## src/rtl/fft_pkg.sv

```systemverilog
// Shared FFT types: sample packing constants and butterfly FSM encoding.
// Imported by the butterfly stage and its interface.
package fft_pkg;

  localparam int DW_DEFAULT = 16;

  localparam int RE_MSB = 2*DW_DEFAULT-1;
  localparam int RE_LSB = DW_DEFAULT;
  localparam int IM_MSB = DW_DEFAULT-1;
  localparam int IM_LSB = 0;

  typedef enum logic [1:0] {
    S_A    = 2'd0,
    S_B    = 2'd1,
    S_SUM  = 2'd2,
    S_DIFF = 2'd3
  } state_t;

endpackage

```

## src/rtl/fft_stream_if.sv

```systemverilog
// Complex sample stream with valid/ready handshake and frame-last flag.
// Packing is {re, im}, each DW bits two's complement.
interface fft_stream_if #(
  parameter int DW = fft_pkg::DW_DEFAULT
) ();

  logic [2*DW-1:0] data;
  logic            valid;
  logic            ready;
  logic            last;

  modport master (
    output data,
    output valid,
    output last,
    input  ready
  );

  modport slave (
    input  data,
    input  valid,
    output ready
  );

endinterface

```

## src/rtl/fft_addsub_sat.sv

```systemverilog
// One real component of the butterfly: widened add/sub, then
// either halve (never overflows) or clamp to DW bits.
module fft_addsub_sat #(
  parameter int DW = 16
) (
  input  logic [DW-1:0] a,
  input  logic [DW-1:0] b,
  input  logic          sub,
  input  logic          scale,
  output logic [DW-1:0] result,
  output logic          sat
);

  logic [DW:0] ae;
  logic [DW:0] be;
  logic [DW:0] s;

  always_comb begin
    ae     = {a[DW-1], a};
    be     = {b[DW-1], b};
    s      = sub ? (ae - be) : (ae + be);
    sat    = 1'b0;
    result = s[DW-1:0];
    if (scale) begin
      result = s[DW:1];
    end else if (s[DW] != s[DW-1]) begin
      // Top two bits disagree: value left the DW-bit range.
      sat    = 1'b1;
      result = s[DW] ? {1'b1, {(DW-1){1'b0}}}
                     : {1'b0, {(DW-1){1'b1}}};
    end
  end

endmodule

```

## src/rtl/fft_bfly_r2.sv

```systemverilog
// Radix-2 butterfly stage: takes A then W*B, emits A+WB then A-WB
// with optional halving or saturation, and marks the last pair of a frame.
module fft_bfly_r2 #(
  parameter int DW              = fft_pkg::DW_DEFAULT,
  parameter int SCALE           = 1,
  parameter int PAIRS_PER_FRAME = 8
) (
  input  logic          i_clk,
  input  logic          i_rst,
  fft_stream_if.slave   up,
  fft_stream_if.master  dn,
  output logic          o_ovf
);

  import fft_pkg::*;

  localparam int CW =
    (PAIRS_PER_FRAME > 1) ? $clog2(PAIRS_PER_FRAME) : 1;
  localparam logic [CW-1:0] CNT_MAX = CW'(PAIRS_PER_FRAME-1);
  localparam logic          SC      = (SCALE != 0);

  state_t st_q;
  state_t st_d;

  logic [DW-1:0]   a_re_q;
  logic [DW-1:0]   a_im_q;
  logic [DW-1:0]   wb_re_q;
  logic [DW-1:0]   wb_im_q;
  logic [DW-1:0]   b_re;
  logic [DW-1:0]   b_im;
  logic [DW-1:0]   r_re;
  logic [DW-1:0]   r_im;
  logic            sat_re;
  logic            sat_im;
  logic            sub;
  logic [2*DW-1:0] dout_q;
  logic            last_q;
  logic            sat_q;
  logic [CW-1:0]   cnt_q;
  logic            in_xfer;
  logic            out_xfer;

  assign in_xfer  = up.valid & up.ready;
  assign out_xfer = dn.valid & dn.ready;

  // Sum is formed from the live WB word so it is ready next cycle.
  assign b_re = (st_q == S_B) ? up.data[2*DW-1:DW] : wb_re_q;
  assign b_im = (st_q == S_B) ? up.data[DW-1:0]    : wb_im_q;
  assign sub  = (st_q == S_SUM);

  assign dn.data = dout_q;
  assign dn.last = last_q;

  fft_addsub_sat #(.DW(DW)) u_re (
    .a      (a_re_q),
    .b      (b_re),
    .sub    (sub),
    .scale  (SC),
    .result (r_re),
    .sat    (sat_re)
  );

  fft_addsub_sat #(.DW(DW)) u_im (
    .a      (a_im_q),
    .b      (b_im),
    .sub    (sub),
    .scale  (SC),
    .result (r_im),
    .sat    (sat_im)
  );

  always_comb begin
    st_d     = st_q;
    up.ready = 1'b0;
    dn.valid = 1'b0;
    unique case (st_q)
      S_A: begin
        up.ready = ~i_rst;
        if (up.valid) st_d = S_B;
      end
      S_B: begin
        up.ready = ~i_rst;
        if (up.valid) st_d = S_SUM;
      end
      S_SUM: begin
        dn.valid = 1'b1;
        if (dn.ready) st_d = S_DIFF;
      end
      S_DIFF: begin
        dn.valid = 1'b1;
        if (dn.ready) st_d = S_A;
      end
      default: st_d = S_A;
    endcase
  end

  always_ff @(posedge i_clk) begin
    if (i_rst) begin
      st_q    <= S_A;
      a_re_q  <= '0;
      a_im_q  <= '0;
      wb_re_q <= '0;
      wb_im_q <= '0;
      dout_q  <= '0;
      last_q  <= 1'b0;
      sat_q   <= 1'b0;
      cnt_q   <= '0;
      o_ovf   <= 1'b0;
    end else begin
      st_q <= st_d;
      if (in_xfer && st_q == S_A) begin
        a_re_q <= up.data[2*DW-1:DW];
        a_im_q <= up.data[DW-1:0];
      end
      if (in_xfer && st_q == S_B) begin
        wb_re_q <= up.data[2*DW-1:DW];
        wb_im_q <= up.data[DW-1:0];
        dout_q  <= {r_re, r_im};
        sat_q   <= sat_re | sat_im;
        last_q  <= 1'b0;
      end
      if (out_xfer) begin
        // Overflow counts only once the clamped word is consumed.
        if (sat_q) o_ovf <= 1'b1;
        if (st_q == S_SUM) begin
          dout_q <= {r_re, r_im};
          sat_q  <= sat_re | sat_im;
          last_q <= (cnt_q == CNT_MAX);
        end else begin
          last_q <= 1'b0;
          cnt_q  <= (cnt_q == CNT_MAX) ? '0 : cnt_q + 1'b1;
        end
      end
    end
  end

endmodule
```

## src/flat_wrapper.sv

```systemverilog
// flat-port wrapper written by rule: the top's interface ports become plain ports
module fft_bfly_r2_flat import fft_pkg::*;
#(
  parameter int DW              = fft_pkg::DW_DEFAULT,
  parameter int SCALE           = 1,
  parameter int PAIRS_PER_FRAME = 8
)
  (i_clk, i_rst, o_ovf, up_data, up_valid, up_ready, dn_data, dn_valid, dn_last, dn_ready);
  fft_stream_if #(.DW(DW)) up_i ();
  fft_stream_if #(.DW(DW)) dn_i ();
  input  logic i_clk;
  input  logic i_rst;
  output logic o_ovf;
  input wire logic [$bits(up_i.data)-1:0] up_data;
  input wire logic [$bits(up_i.valid)-1:0] up_valid;
  output wire logic [$bits(up_i.ready)-1:0] up_ready;
  output wire logic [$bits(dn_i.data)-1:0] dn_data;
  output wire logic [$bits(dn_i.valid)-1:0] dn_valid;
  output wire logic [$bits(dn_i.last)-1:0] dn_last;
  input wire logic [$bits(dn_i.ready)-1:0] dn_ready;
  assign up_i.data = up_data;
  assign up_i.valid = up_valid;
  assign up_ready = up_i.ready;
  assign dn_data = dn_i.data;
  assign dn_valid = dn_i.valid;
  assign dn_last = dn_i.last;
  assign dn_i.ready = dn_ready;
  fft_bfly_r2 #(.DW(DW), .SCALE(SCALE), .PAIRS_PER_FRAME(PAIRS_PER_FRAME)) u_core (.i_clk(i_clk), .i_rst(i_rst), .up(up_i), .dn(dn_i), .o_ovf(o_ovf));
endmodule
```

## config.mk

```make
export PLATFORM = sky130hd
export DESIGN_NAME = fft_bfly_r2_flat
export DESIGN_NICKNAME = d
export VERILOG_FILES = /design/src/rtl/fft_pkg.sv /design/src/rtl/fft_stream_if.sv /design/src/rtl/fft_addsub_sat.sv /design/src/rtl/fft_bfly_r2.sv /design/src/flat_wrapper.sv
export SDC_FILE = /design/constraint.sdc
export NUM_CORES = 1
export LEC_CHECK = 0
export BUFFER_PORTS_ARGS = -buffer_cell sky130_fd_sc_hd__buf_4
export CORE_ASPECT_RATIO = 0.6
export CORE_UTILIZATION = 50
export DETAILED_ROUTE_END_ITERATION = 8
export HOLD_SLACK_MARGIN = 0.15
export PLACE_DENSITY = 0.67
export SETUP_SLACK_MARGIN = 0.4
export SLEW_MARGIN = 20
export SYNTH_ARGS = -nofsm -noshare
export SYNTH_HDL_FRONTEND = slang
export SYNTH_SLANG_ARGS = --single-unit
```

## constraint.sdc

```tcl
create_clock -name i_clk -period 11.1 [get_ports i_clk]
set_input_delay 0.555 -clock i_clk [delete_from_list [all_inputs] [get_ports i_clk]]
set_output_delay 0.555 -clock i_clk [all_outputs]
set_load 0.02 [all_outputs]
```

==> flow_metrics.env <==
export IMPL_status="finished clean"
export IMPL_peakVddDrop_v=0.000120
export IMPL_area_growth_pct=14.8
export IMPL_antenna_left=0
export IMPL_r2r_start="u_core.st_q[1]"
export IMPL_synth_cell_area_um2=6360
export IMPL_std_cell_rows=31
export IMPL_crit_type="reg -> reg"
export IMPL_drcViolationCount=0
export IMPL_synth_cell_types=55
export IMPL_fillers=1096
export IMPL_critPathLaunchType="flip-flop"
export IMPL_routed_wl_mm=18.2
export IMPL_synth_ff_type="dfxtp_1"
export IMPL_gp_congestion=0.887
export IMPL_synth_async_reset_ratio=0
export IMPL_cts_hold_buf=0
export IMPL_clock_latency_ns=0.35
export IMPL_yosysWarnings=0
export IMPL_vias=6041
export IMPL_core_um2=12200
export IMPL_critPathMaxFanout=70
export IMPL_cts_resized=0
export IMPL_grt_ovfl_total=0
export IMPL_die_y_um=89.3
export IMPL_crit_required_ns=11.30
export IMPL_wl_per_cell_um=17.7
export IMPL_cap_violations=0
export IMPL_layout_min_cycle_time_ns=4.78
export IMPL_antenna_cells=0
export IMPL_synth_nets=891
export IMPL_io_pins=72
export IMPL_hold_ws_ns=0.447
export IMPL_worstHoldPathType="reg -> reg"
export IMPL_setup_viol=0
export IMPL_grt_pass1_vias=5231
export IMPL_tns_ns=0
export IMPL_drive_gt1_frac=0.127
export IMPL_synth_edff_count=0
export IMPL_final_nets=938
export IMPL_leakage_uw=0.00297
export IMPL_total_power_uw=2360
export IMPL_initial_core_util=0.520
export IMPL_die_area_um2=13200
export IMPL_multi_input_area_um2=4060
export IMPL_layout_common_cells="nand2_1, a21oi_1, dfxtp_1, buf_4, nor2_1"
export IMPL_finClkSkew_ns=0.00807
export IMPL_syn_inst=815
export IMPL_final_common_cell="nand2_1"
export IMPL_fmax_ghz=0.209
export IMPL_vias_per_cell=5.87
export IMPL_rsz0062_at_grt="false"
export IMPL_cts_tree="built"
export IMPL_power_density_nw_per_um2=323
export IMPL_whs_path_depth=2
export IMPL_numClockSinks=104
export IMPL_ys_seq_area_frac=0.328
export IMPL_clkTransAtPathRegs_ns=0.07
export IMPL_grt_usage=0.282
export IMPL_drv_slew=0
export IMPL_die_w_um=148
export IMPL_hpwlAfterDp_mm=13.6
export IMPL_fin_crit_sh=0.431
export IMPL_hold_viol=0
export IMPL_avgSynthCellArea_um2=7.80
export IMPL_numCtsBuffers=9
export IMPL_htree_num_levels=3
export IMPL_hold_end="u_core.o_ovf"
export IMPL_worst_setup_path_end_kind="flip-flop"
export IMPL_reg2reg_slack_ns=6.32
export IMPL_hold_path_startpoint="u_core.o_ovf"
export IMPL_cts_setup_buffers=0
export IMPL_clockBufferDepth=2
export IMPL_relSlewSlack=0.441
export IMPL_ys_ff_latch=104
export IMPL_r2r_end="u_core.dn.data[31]"
export IMPL_port_buffers=71
export IMPL_critPathArrivalTime_ns=4.99
export IMPL_grt_pass1_wl_mm=28.8
export IMPL_antenna_found_initial=0
export IMPL_first_iter_violations=526
export IMPL_regArea_um2=2080
export IMPL_worstMarginPinSlew_ns=0.839
export IMPL_first_pass_iters=5
export IMPL_reg2reg_depth=15
export IMPL_grt_max_degree=78
export IMPL_clockRootBuffer="clkbuf_16"
==> cell families after synthesis <==
logic type | Yosys count | share of synthesized area
adder cells (fa/ha/maj) | 40 | 0.0811
XOR/XNOR | 55 | 0.0758
buffers and inverters | 55 | 0.0350
AND/OR/NAND/NOR | 306 | 0.213
flip-flops | 104 | 0.328
AO/OA/AOI/OAI | 221 | 0.214
multiplexers | 34 | 0.0535
==> area by class of cell <==
type	count	area share
clock buffers	11	0.0333
clock inverters	3	0.00926
inverters	12	0.00617
multi-input cells	656	0.556
flip-flops and latches	104	0.285
well taps	165	0.0283
repair buffers	79	0.0813
==> worst max path at each step <==
stage                   start                  to  slack (ns)  cells past startpoint
6_report       u_core.st_q[1]  u_core.dn.data[31]        6.32                     15
5_1_grt        u_core.st_q[1]  u_core.dn.data[15]        5.95                     17
4_1_cts        u_core.st_q[1]  u_core.dn.data[31]        6.44                     15
3_5_place_dp   u_core.st_q[1]  u_core.dn.data[31]        6.47                     15
3_3_place_gp   u_core.st_q[1]  u_core.dn.data[31]        6.56                     15
2_1_floorplan  u_core.st_q[1]  u_core.dn.data[31]        7.06                     19
==> cells in the mapped netlist (5+ instances only) <==
| master | count | area [µm²] |
|---|---|---|
| ha_1 | 38 | 475 |
| a31oi_1 | 9 | 56.3 |
| or3_1 | 5 | 31.3 |
| nor3_1 | 19 | 95.1 |
| inv_1 | 12 | 45.0 |
| a211oi_1 | 13 | 97.6 |
| nand2b_1 | 7 | 43.8 |
| a21o_1 | 18 | 135 |
| buf_2 | 7 | 35.0 |
| nand3_1 | 5 | 25.0 |
| nor2b_1 | 6 | 37.5 |
| xnor2_1 | 21 | 184 |
| nand2_1 | 185 | 694 |
| nor4_1 | 6 | 37.5 |
| xor2_1 | 34 | 298 |
| clkbuf_1 | 33 | 124 |
| o21a_1 | 6 | 45.0 |
| and2_1 | 6 | 37.5 |
| a21oi_1 | 120 | 601 |
| dfxtp_1 | 104 | 2080 |
| o21ai_0 | 15 | 75.1 |
| nor2_1 | 39 | 146 |
| o211ai_1 | 5 | 37.5 |
| mux2i_1 | 34 | 340 |
| nor3b_1 | 8 | 60.1 |
==> registers in the layout, indices dropped and copies added, names as in the netlist <==
register	count
u_core.a_im_q	16
u_core.a_re_q	16
u_core.cnt_q	3
u_core.dn.data	32
u_core.dn.last	1
u_core.o_ovf	1
u_core.sat_q	1
u_core.st_q	2
u_core.wb_im_q	16
u_core.wb_re_q	16
==> stage by stage <==
stage,instances,util,setup slack (ns),area (µm²)
2_1_floorplan,815,-,7.06,6360
3_3_place_gp,1016,0.572,6.56,6980
3_5_place_dp,1016,0.572,6.47,6990
4_1_cts,1030,0.597,6.44,7300
5_1_grt,1030,0.597,5.95,7300
6_report,1030,0.597,6.32,7300
==> worst max-delay path, stage by stage (launching register included) <==
cell and delay (ns):
dfxtp_1 0.34, inv_1 0.09, ha_2 0.16, buf_4 0.65, mux2i_1 0.48, nor2b_1 0.29
o211a_1 0.24, a21oi_1 0.09, xor2_1 0.32, ha_1 0.36, a2111o_1 0.42, o22a_1 0.25
a311o_1 0.39, a221oi_2 0.29, xnor2_1 0.17, a211oi_2 0.09
==> layer usage <==
metal,track usage,share of wire,vias to the layer above
met4,0.0572,0.0083,0
met5,0,0,-
met2,0.348,0.35,266
met3,0.0638,0.092,13
li1,-,-,2947
met1,0.465,0.55,2815
==> report_power, final <==
group          internal, µW  total [µW]  switching (µW)
registers               430         469            39.0
logic                   603        1550             944
clock network           202         343             141
Power figures use the tool's default switching activity.
